--- src/rtl/fetch_ctrl.sv ---
// Instruction-fetch sequencer: owns the fetch PC, drives a single-outstanding
// req/addr_ok/data_ok SRAM port and buffers one instruction for the IF->ID handoff.
module fetch_ctrl #(
    parameter logic [31:0] RESET_ADDR  = 32'hbfc0_0000,
    parameter logic [31:0] EXCEPT_ADDR = 32'hbfc0_0380
) (
    input  logic        clk,
    input  logic        rst,
    input  logic        trap,
    input  logic        eret,
    input  logic [31:0] epc,
    input  logic        br_taken,
    input  logic [31:0] br_target,
    input  logic        id_allowin,
    output logic        inst_req,
    output logic [31:0] inst_addr,
    input  logic        inst_addr_ok,
    input  logic        inst_data_ok,
    input  logic [31:0] inst_rdata,
    output logic        if_valid,
    output logic [31:0] if_pc,
    output logic [31:0] if_inst
);

    typedef enum logic [1:0] {
        ST_REQ    = 2'd0,
        ST_WAIT   = 2'd1,
        ST_HOLD   = 2'd2,
        ST_CANCEL = 2'd3
    } state_e;

    state_e      state_q, state_d;
    logic [31:0] fetch_pc_q, fetch_pc_d;
    logic        pend_valid_q, pend_valid_d;
    logic [31:0] pend_target_q, pend_target_d;
    logic        if_valid_q, if_valid_d;
    logic [31:0] if_pc_q, if_pc_d;
    logic [31:0] if_inst_q, if_inst_d;

    logic        flush_s;
    logic [31:0] flush_tgt_s;
    logic [31:0] next_pc_s;
    logic        consume_s;

    assign flush_s     = trap | eret;
    assign flush_tgt_s = trap ? EXCEPT_ADDR : epc;
    assign next_pc_s   = br_taken     ? br_target :
                         pend_valid_q ? pend_target_q :
                                        fetch_pc_q + 32'd4;
    // A valid return is the only point where a redirect is folded into fetch_pc.
    assign consume_s   = (state_q == ST_WAIT) & inst_data_ok & ~flush_s;

    // State and datapath registers.
    always_ff @(posedge clk) begin
        if (rst) begin
            state_q       <= ST_REQ;
            fetch_pc_q    <= RESET_ADDR;
            pend_valid_q  <= 1'b0;
            pend_target_q <= 32'd0;
            if_valid_q    <= 1'b0;
            if_pc_q       <= 32'd0;
            if_inst_q     <= 32'd0;
        end else begin
            state_q       <= state_d;
            fetch_pc_q    <= fetch_pc_d;
            pend_valid_q  <= pend_valid_d;
            pend_target_q <= pend_target_d;
            if_valid_q    <= if_valid_d;
            if_pc_q       <= if_pc_d;
            if_inst_q     <= if_inst_d;
        end
    end

    // Next-state, fetch PC, pending-branch and instruction-buffer logic.
    always_comb begin
        state_d       = state_q;
        fetch_pc_d    = fetch_pc_q;
        pend_valid_d  = pend_valid_q;
        pend_target_d = pend_target_q;
        if_valid_d    = if_valid_q;
        if_pc_d       = if_pc_q;
        if_inst_d     = if_inst_q;

        case (state_q)
            ST_REQ: begin
                if (inst_addr_ok) begin
                    state_d = flush_s ? ST_CANCEL : ST_WAIT;
                end else begin
                    state_d = ST_REQ;
                end
            end
            ST_WAIT: begin
                if (flush_s) begin
                    state_d = inst_data_ok ? ST_REQ : ST_CANCEL;
                end else if (inst_data_ok) begin
                    if_inst_d  = inst_rdata;
                    if_pc_d    = fetch_pc_q;
                    if_valid_d = 1'b1;
                    fetch_pc_d = next_pc_s;
                    state_d    = ST_HOLD;
                end else begin
                    state_d = ST_WAIT;
                end
            end
            ST_HOLD: begin
                if (flush_s) begin
                    state_d = ST_REQ;
                end else if (id_allowin) begin
                    if_valid_d = 1'b0;
                    state_d    = ST_REQ;
                end else begin
                    state_d = ST_HOLD;
                end
            end
            ST_CANCEL: begin
                if (inst_data_ok) begin
                    state_d = ST_REQ;
                end else begin
                    state_d = ST_CANCEL;
                end
            end
            default: begin
                state_d = ST_REQ;
            end
        endcase

        if (flush_s) begin
            fetch_pc_d   = flush_tgt_s;
            pend_valid_d = 1'b0;
            if_valid_d   = 1'b0;
        end else if (consume_s) begin
            pend_valid_d = 1'b0;
        end else if (br_taken) begin
            pend_valid_d  = 1'b1;
            pend_target_d = br_target;
        end else begin
            pend_valid_d = pend_valid_q;
        end
    end

    // Reset state is REQ, so the request is masked while rst is held.
    assign inst_req  = (state_q == ST_REQ) & ~rst;
    assign inst_addr = fetch_pc_q;
    assign if_valid  = if_valid_q;
    assign if_pc     = if_pc_q;
    assign if_inst   = if_inst_q;

endmodule

--- config.mk ---
export PLATFORM = sky130hd
export DESIGN_NAME = fetch_ctrl
export DESIGN_NICKNAME = d
export VERILOG_FILES = /design/src/rtl/fetch_ctrl.sv
export SDC_FILE = /design/constraint.sdc
export NUM_CORES = 1
export LEC_CHECK = 0
export BUFFER_PORTS_ARGS = -buffer_cell sky130_fd_sc_hd__buf_2
export CAP_MARGIN = 20
export CELL_PAD_IN_SITES_DETAIL_PLACEMENT = 0
export CELL_PAD_IN_SITES_GLOBAL_PLACEMENT = 2
export CORE_UTILIZATION = 30
export DETAILED_ROUTE_END_ITERATION = 8
export PLACE_DENSITY = 0.95
export REMOVE_ABC_BUFFERS = 1
export SLEW_MARGIN = 20
export SYNTH_ARGS = -nofsm -noshare
export SYNTH_HDL_FRONTEND = slang
export SYNTH_SLANG_ARGS = --single-unit
--- constraint.sdc ---
create_clock -name clk -period 5.2 [get_ports clk]
set_input_delay 0.26 -clock clk [delete_from_list [all_inputs] [get_ports clk]]
set_output_delay 0.26 -clock clk [all_outputs]
set_load 0.02 [all_outputs]
==> metrics.txt <==
# TYPE chip_impl_metric gauge
chip_impl_info{name="clock_tree.root_cell",value="sky130_fd_sc_hd__clkbuf_16"} 1
chip_impl_metric{name="route.vias.total",unit=""} 6539
chip_impl_metric{name="final_cells",unit=""} 1283
chip_impl_info{name="crit_path_top_delay_cell",value="sky130_fd_sc_hd__o21ba_2"} 1
chip_impl_metric{name="power.switching_fraction",unit="%"} 27.3
chip_impl_info{name="synth_top_flop_cell",value="sky130_fd_sc_hd__dfxtp_1"} 1
chip_impl_metric{name="global_route.overflow_total",unit=""} 0
chip_impl_metric{name="setup_ws",unit="ns"} 1.92
chip_impl_metric{name="totalPowerFinal",unit="mW"} 2.57
chip_impl_metric{name="cts-htree-levels",unit=""} 4
chip_impl_info{name="holdCritStartpoint",value="inst_rdata[26]"} 1
chip_impl_info{name="critical_path_source_type",value="primary input"} 1
chip_impl_info{name="top_count_cell_post_synth",value="sky130_fd_sc_hd__nand2_1"} 1
chip_impl_metric{name="layout.filler_cells",unit=""} 2148
chip_impl_info{name="cts_tree",value="yes"} 1
chip_impl_metric{name="die-width",unit="um"} 146
chip_impl_metric{name="arrival",unit="ns"} 3.59
chip_impl_metric{name="number_of_antenna_violations_at_the_first_check_in_global_routing",unit=""} 0
chip_impl_metric{name="antenna_left",unit=""} 0
chip_impl_metric{name="stage_delay_of_the_slowest_cell_on_the_critical_path",unit="ns"} 0.74
chip_impl_metric{name="ff2ff_path_depth",unit=""} 6
chip_impl_metric{name="first_iter_violations",unit=""} 509
chip_impl_metric{name="timing.max_slew.rel_slack",unit="%"} 31.6
chip_impl_info{name="crit_path_end_kind",value="flip-flop"} 1
chip_impl_metric{name="final.setup.tns",unit="ns"} 0
chip_impl_metric{name="clkTransAtPathRegs",unit="ns"} 0.06
chip_impl_metric{name="number_of_warnings_reported_in_the_yosys_synthesis_log",unit=""} 0
chip_impl_metric{name="tritoncts.num_buffers",unit=""} 17
chip_impl_metric{name="post_synthesis_instance_total",unit=""} 838
chip_impl_metric{name="power.share.clock",unit="%"} 45.9
chip_impl_metric{name="share_seq_of_total_power",unit="%"} 42.4
chip_impl_metric{name="max_slew.worst_pin.slew",unit="ns"} 1.02
chip_impl_metric{name="synth-edff-count",unit=""} 0
chip_impl_info{name="status",value="finished clean"} 1
chip_impl_info{name="post-synth-top-area-cell",value="sky130_fd_sc_hd__dfxtp_1"} 1
chip_impl_metric{name="share_of_layout_cells_above_drive_strength_1",unit="%"} 25.0
chip_impl_metric{name="netlist.area_leader.share",unit="%"} 42.2
chip_impl_info{name="worstReg2RegEnd",value="if_pc[30]"} 1
chip_impl_metric{name="reg2reg_slack",unit="ns"} 2.59
chip_impl_metric{name="slew_viol_final",unit=""} 0
chip_impl_metric{name="core_region_area",unit="um^2"} 20400
chip_impl_metric{name="placement.io_buffers",unit=""} 201
chip_impl_metric{name="power_switching",unit="mW"} 0.700
chip_impl_metric{name="core.rowCount",unit=""} 52
chip_impl_info{name="synth.top_cells.by_count",value="sky130_fd_sc_hd__nand2_1, sky130_fd_sc_hd__dfxtp_1, sky130_fd_sc_hd__a21oi_1"} 1
chip_impl_metric{name="cp.required",unit="ns"} 5.52
chip_impl_metric{name="cts_max_path_bufs",unit=""} 2
chip_impl_metric{name="dp_cells",unit=""} 1251
chip_impl_info{name="ys_top_cells_by_area",value="sky130_fd_sc_hd__dfxtp_1, sky130_fd_sc_hd__nand2_1, sky130_fd_sc_hd__a21oi_1"} 1
chip_impl_info{name="cp_cell_sequence",value="buf_2, or2_1, inv_1, ha_1, o21ba_2, nor2_1, a31o_2, a22o_2"} 1
chip_impl_metric{name="chipHeight",unit="um"} 146
chip_impl_metric{name="synth_async_sr_flop_share",unit="%"} 0
chip_impl_metric{name="worstHoldPathCells",unit=""} 3
chip_impl_metric{name="floorplan.initialDensity",unit="%"} 30.7
chip_impl_metric{name="power.static_leakage",unit="nW"} 3.17
chip_impl_metric{name="post-route-min-period",unit="ns"} 3.28
chip_impl_metric{name="post_drt_via_cell_ratio",unit=""} 5.10
chip_impl_metric{name="drt_drc_violations_left",unit=""} 0
chip_impl_metric{name="place_worst_setup_slack",unit="ns"} 1.56
chip_impl_metric{name="fp.dieArea",unit="um^2"} 21400
chip_impl_info{name="hp-class",value="primary input to flip-flop"} 1
chip_impl_metric{name="path_max_fanout",unit=""} 32
chip_impl_metric{name="timing.final.setup_violations",unit=""} 0
chip_impl_metric{name="grt_pass1_wl",unit="mm"} 33.5
chip_impl_metric{name="ys_ff_latch",unit=""} 132
chip_impl_metric{name="maxCapViolCount",unit=""} 0
chip_impl_metric{name="maxClockFrequency",unit="GHz"} 0.305
chip_impl_metric{name="post_cts.resized_instances",unit=""} 0
chip_impl_metric{name="placed_wire_length_estimate_after_detailed_placement",unit="mm"} 14.6
chip_impl_metric{name="cts_setup_buffers",unit=""} 0
chip_impl_metric{name="vdd.ir_drop.worst",unit="mV"} 0.224
chip_impl_metric{name="grt_max_degree",unit=""} 72
chip_impl_metric{name="avgRoutedWirePerCell",unit="um"} 17.0
chip_impl_metric{name="finClkSkew",unit="ns"} 0.00784
chip_impl_metric{name="number_of_buffers_added_to_fix_hold_violations_after_cts",unit=""} 0
chip_impl_metric{name="hold_viol_final",unit=""} 0
chip_impl_metric{name="syn_to_final_growth",unit="%"} 27.6
chip_impl_info{name="regToRegStartpoint",value="state_q[0]"} 1
chip_impl_metric{name="design.portCount",unit=""} 202
chip_impl_metric{name="insertedDiodeCount",unit=""} 0
chip_impl_info{name="rsz0062_at_grt",value="no"} 1
chip_impl_metric{name="seq_area_frac_synth",unit="%"} 42.2
chip_impl_metric{name="postRouteWirelength",unit="mm"} 21.8
chip_impl_metric{name="clk-insertion-delay-late",unit="ns"} 0.43
chip_impl_metric{name="power.combinational.fraction",unit="%"} 11.7
chip_impl_metric{name="yosys.cell_types.count",unit=""} 62
chip_impl_metric{name="dr.pass1.iters",unit=""} 5
chip_impl_metric{name="gp_congestion",unit=""} 0.838
chip_impl_metric{name="clock_net_sink_count",unit=""} 132
chip_impl_metric{name="intPower",unit="mW"} 1.87
chip_impl_metric{name="gr-usage-all-layers",unit="%"} 20.1
chip_impl_metric{name="final_net_count",unit=""} 1107
chip_impl_info{name="min_to",value="if_inst[26]"} 1
chip_impl_metric{name="synthesis.area",unit="um^2"} 6260
chip_impl_metric{name="post-route-period-util",unit="%"} 63.0
chip_impl_metric{name="syn_avg_cell_area",unit="um^2"} 7.47
chip_impl_info{name="critical_path_class",value="primary input to flip-flop"} 1
chip_impl_metric{name="via_count_of_the_first_global_routing_pass",unit=""} 5947
chip_impl_metric{name="powerDensity",unit="nW/um^2"} 322
==> critical path: cells and delay by family <==
family	cells	cell delay (ns)
adder cells (fa/ha/maj)	1	0.39
AO/OA/AOI/OAI	3	1.25
AND/OR/NAND/NOR	2	0.92
buffers and inverters	2	0.74
==> placed cells by master, fill, tap and decap left out, types with 6 or more instances in the layout <==
| master | instances |
|---|---|
| sky130_fd_sc_hd__nand2_1 | 230 |
| sky130_fd_sc_hd__buf_2 | 200 |
| sky130_fd_sc_hd__dfxtp_1 | 132 |
| sky130_fd_sc_hd__a21oi_1 | 130 |
| sky130_fd_sc_hd__nor2_1 | 40 |
| sky130_fd_sc_hd__o21ai_0 | 27 |
| sky130_fd_sc_hd__nand3_1 | 23 |
| sky130_fd_sc_hd__clkbuf_16 | 17 |
| sky130_fd_sc_hd__nor3_1 | 16 |
| sky130_fd_sc_hd__a221oi_1 | 14 |
| sky130_fd_sc_hd__inv_1 | 10 |
| sky130_fd_sc_hd__a211oi_1 | 10 |
| sky130_fd_sc_hd__a31oi_1 | 9 |
| sky130_fd_sc_hd__o211ai_1 | 9 |
| sky130_fd_sc_hd__buf_4 | 9 |
| sky130_fd_sc_hd__mux2i_1 | 8 |
| sky130_fd_sc_hd__o31ai_1 | 7 |
| sky130_fd_sc_hd__nand2b_1 | 6 |
| sky130_fd_sc_hd__nand4_1 | 6 |
| sky130_fd_sc_hd__or3_1 | 6 |
==> worst max path at each step <==
stage | from | end | slack, ns | depth (start not counted)
2_1_floorplan | trap | if_inst[0] | 2.76 | 5
3_3_place_gp | eret | inst_addr[13] | 1.59 | 8
3_5_place_dp | eret | inst_addr[13] | 1.56 | 8
4_1_cts | eret | inst_addr[13] | 2.00 | 8
5_1_grt | eret | inst_addr[13] | 1.70 | 8
6_report | eret | inst_addr[13] | 1.92 | 8
==> kinds of logic (layout without fill, tap and decap cells) <==
family / Yosys count / in the layout / share of synthesized area [%]
simple gates: 368 / 368 / 26.4
buf+inv: 77 / 252 / 4.84
mux: 8 / 8 / 1.28
xor+xnor: 6 / 6 / 0.840
fa+ha+maj: 3 / 3 / 0.600
compound gates: 244 / 244 / 23.8
flops: 132 / 132 / 42.2
==> power groups by stage <==
| stage | Combinational, mW | Sequential (mW) | Clock, mW |
|---|---|---|---|
| after floorplan | 0.132 | 1.12 | 0 |
| after global placement | 0.298 | 1.11 | 0 |
| after detailed placement | 0.298 | 1.11 | 0 |
| after CTS | 0.300 | 1.09 | 1.21 |
| after global routing | 0.329 | 1.09 | 1.25 |
| final | 0.300 | 1.09 | 1.18 |
==> area by class of cell <==
type | count | area (um^2) | area share (%)
multi-input cells | 629 | 3330 | 41.7
flip-flops and latches | 132 | 2640 | 33.1
repair buffers | 209 | 1070 | 13.4
clock buffers | 23 | 458 | 5.74
well taps | 270 | 338 | 4.23
clock inverters | 9 | 105 | 1.32
inverters | 11 | 41.3 | 0.517
==> through the flow <==
step / utilization, % / area (um^2) / hold slack [ns]
after floorplan: - / 6000 / 0.329
after global placement: 36.4 / 7420 / 0.438
after detailed placement: 36.4 / 7420 / 0.443
after CTS: 39.2 / 7980 / 0.0492
after global routing: 39.2 / 7980 / 0.0646
final: 39.2 / 7980 / 0.0643
==> state kept, by name, indices dropped and copies added (netlist names) <==
name	cells
if_inst	32
inst_addr	32
if_valid	1
pend_target_q	32
if_pc	32
state_q	2
pend_valid_q	1
==> routing by layer <==
layer,part of all wire (%),wire [um],track usage [%],up-vias
li1,-,-,-,3259
met1,47,10300,27.6,3015
met2,45,9870,31.5,240
met3,6.0,1300,4.22,25
met4,1.4,303,6.20,0
met5,0,0,0,-
Power figures use the tool's default switching activity.
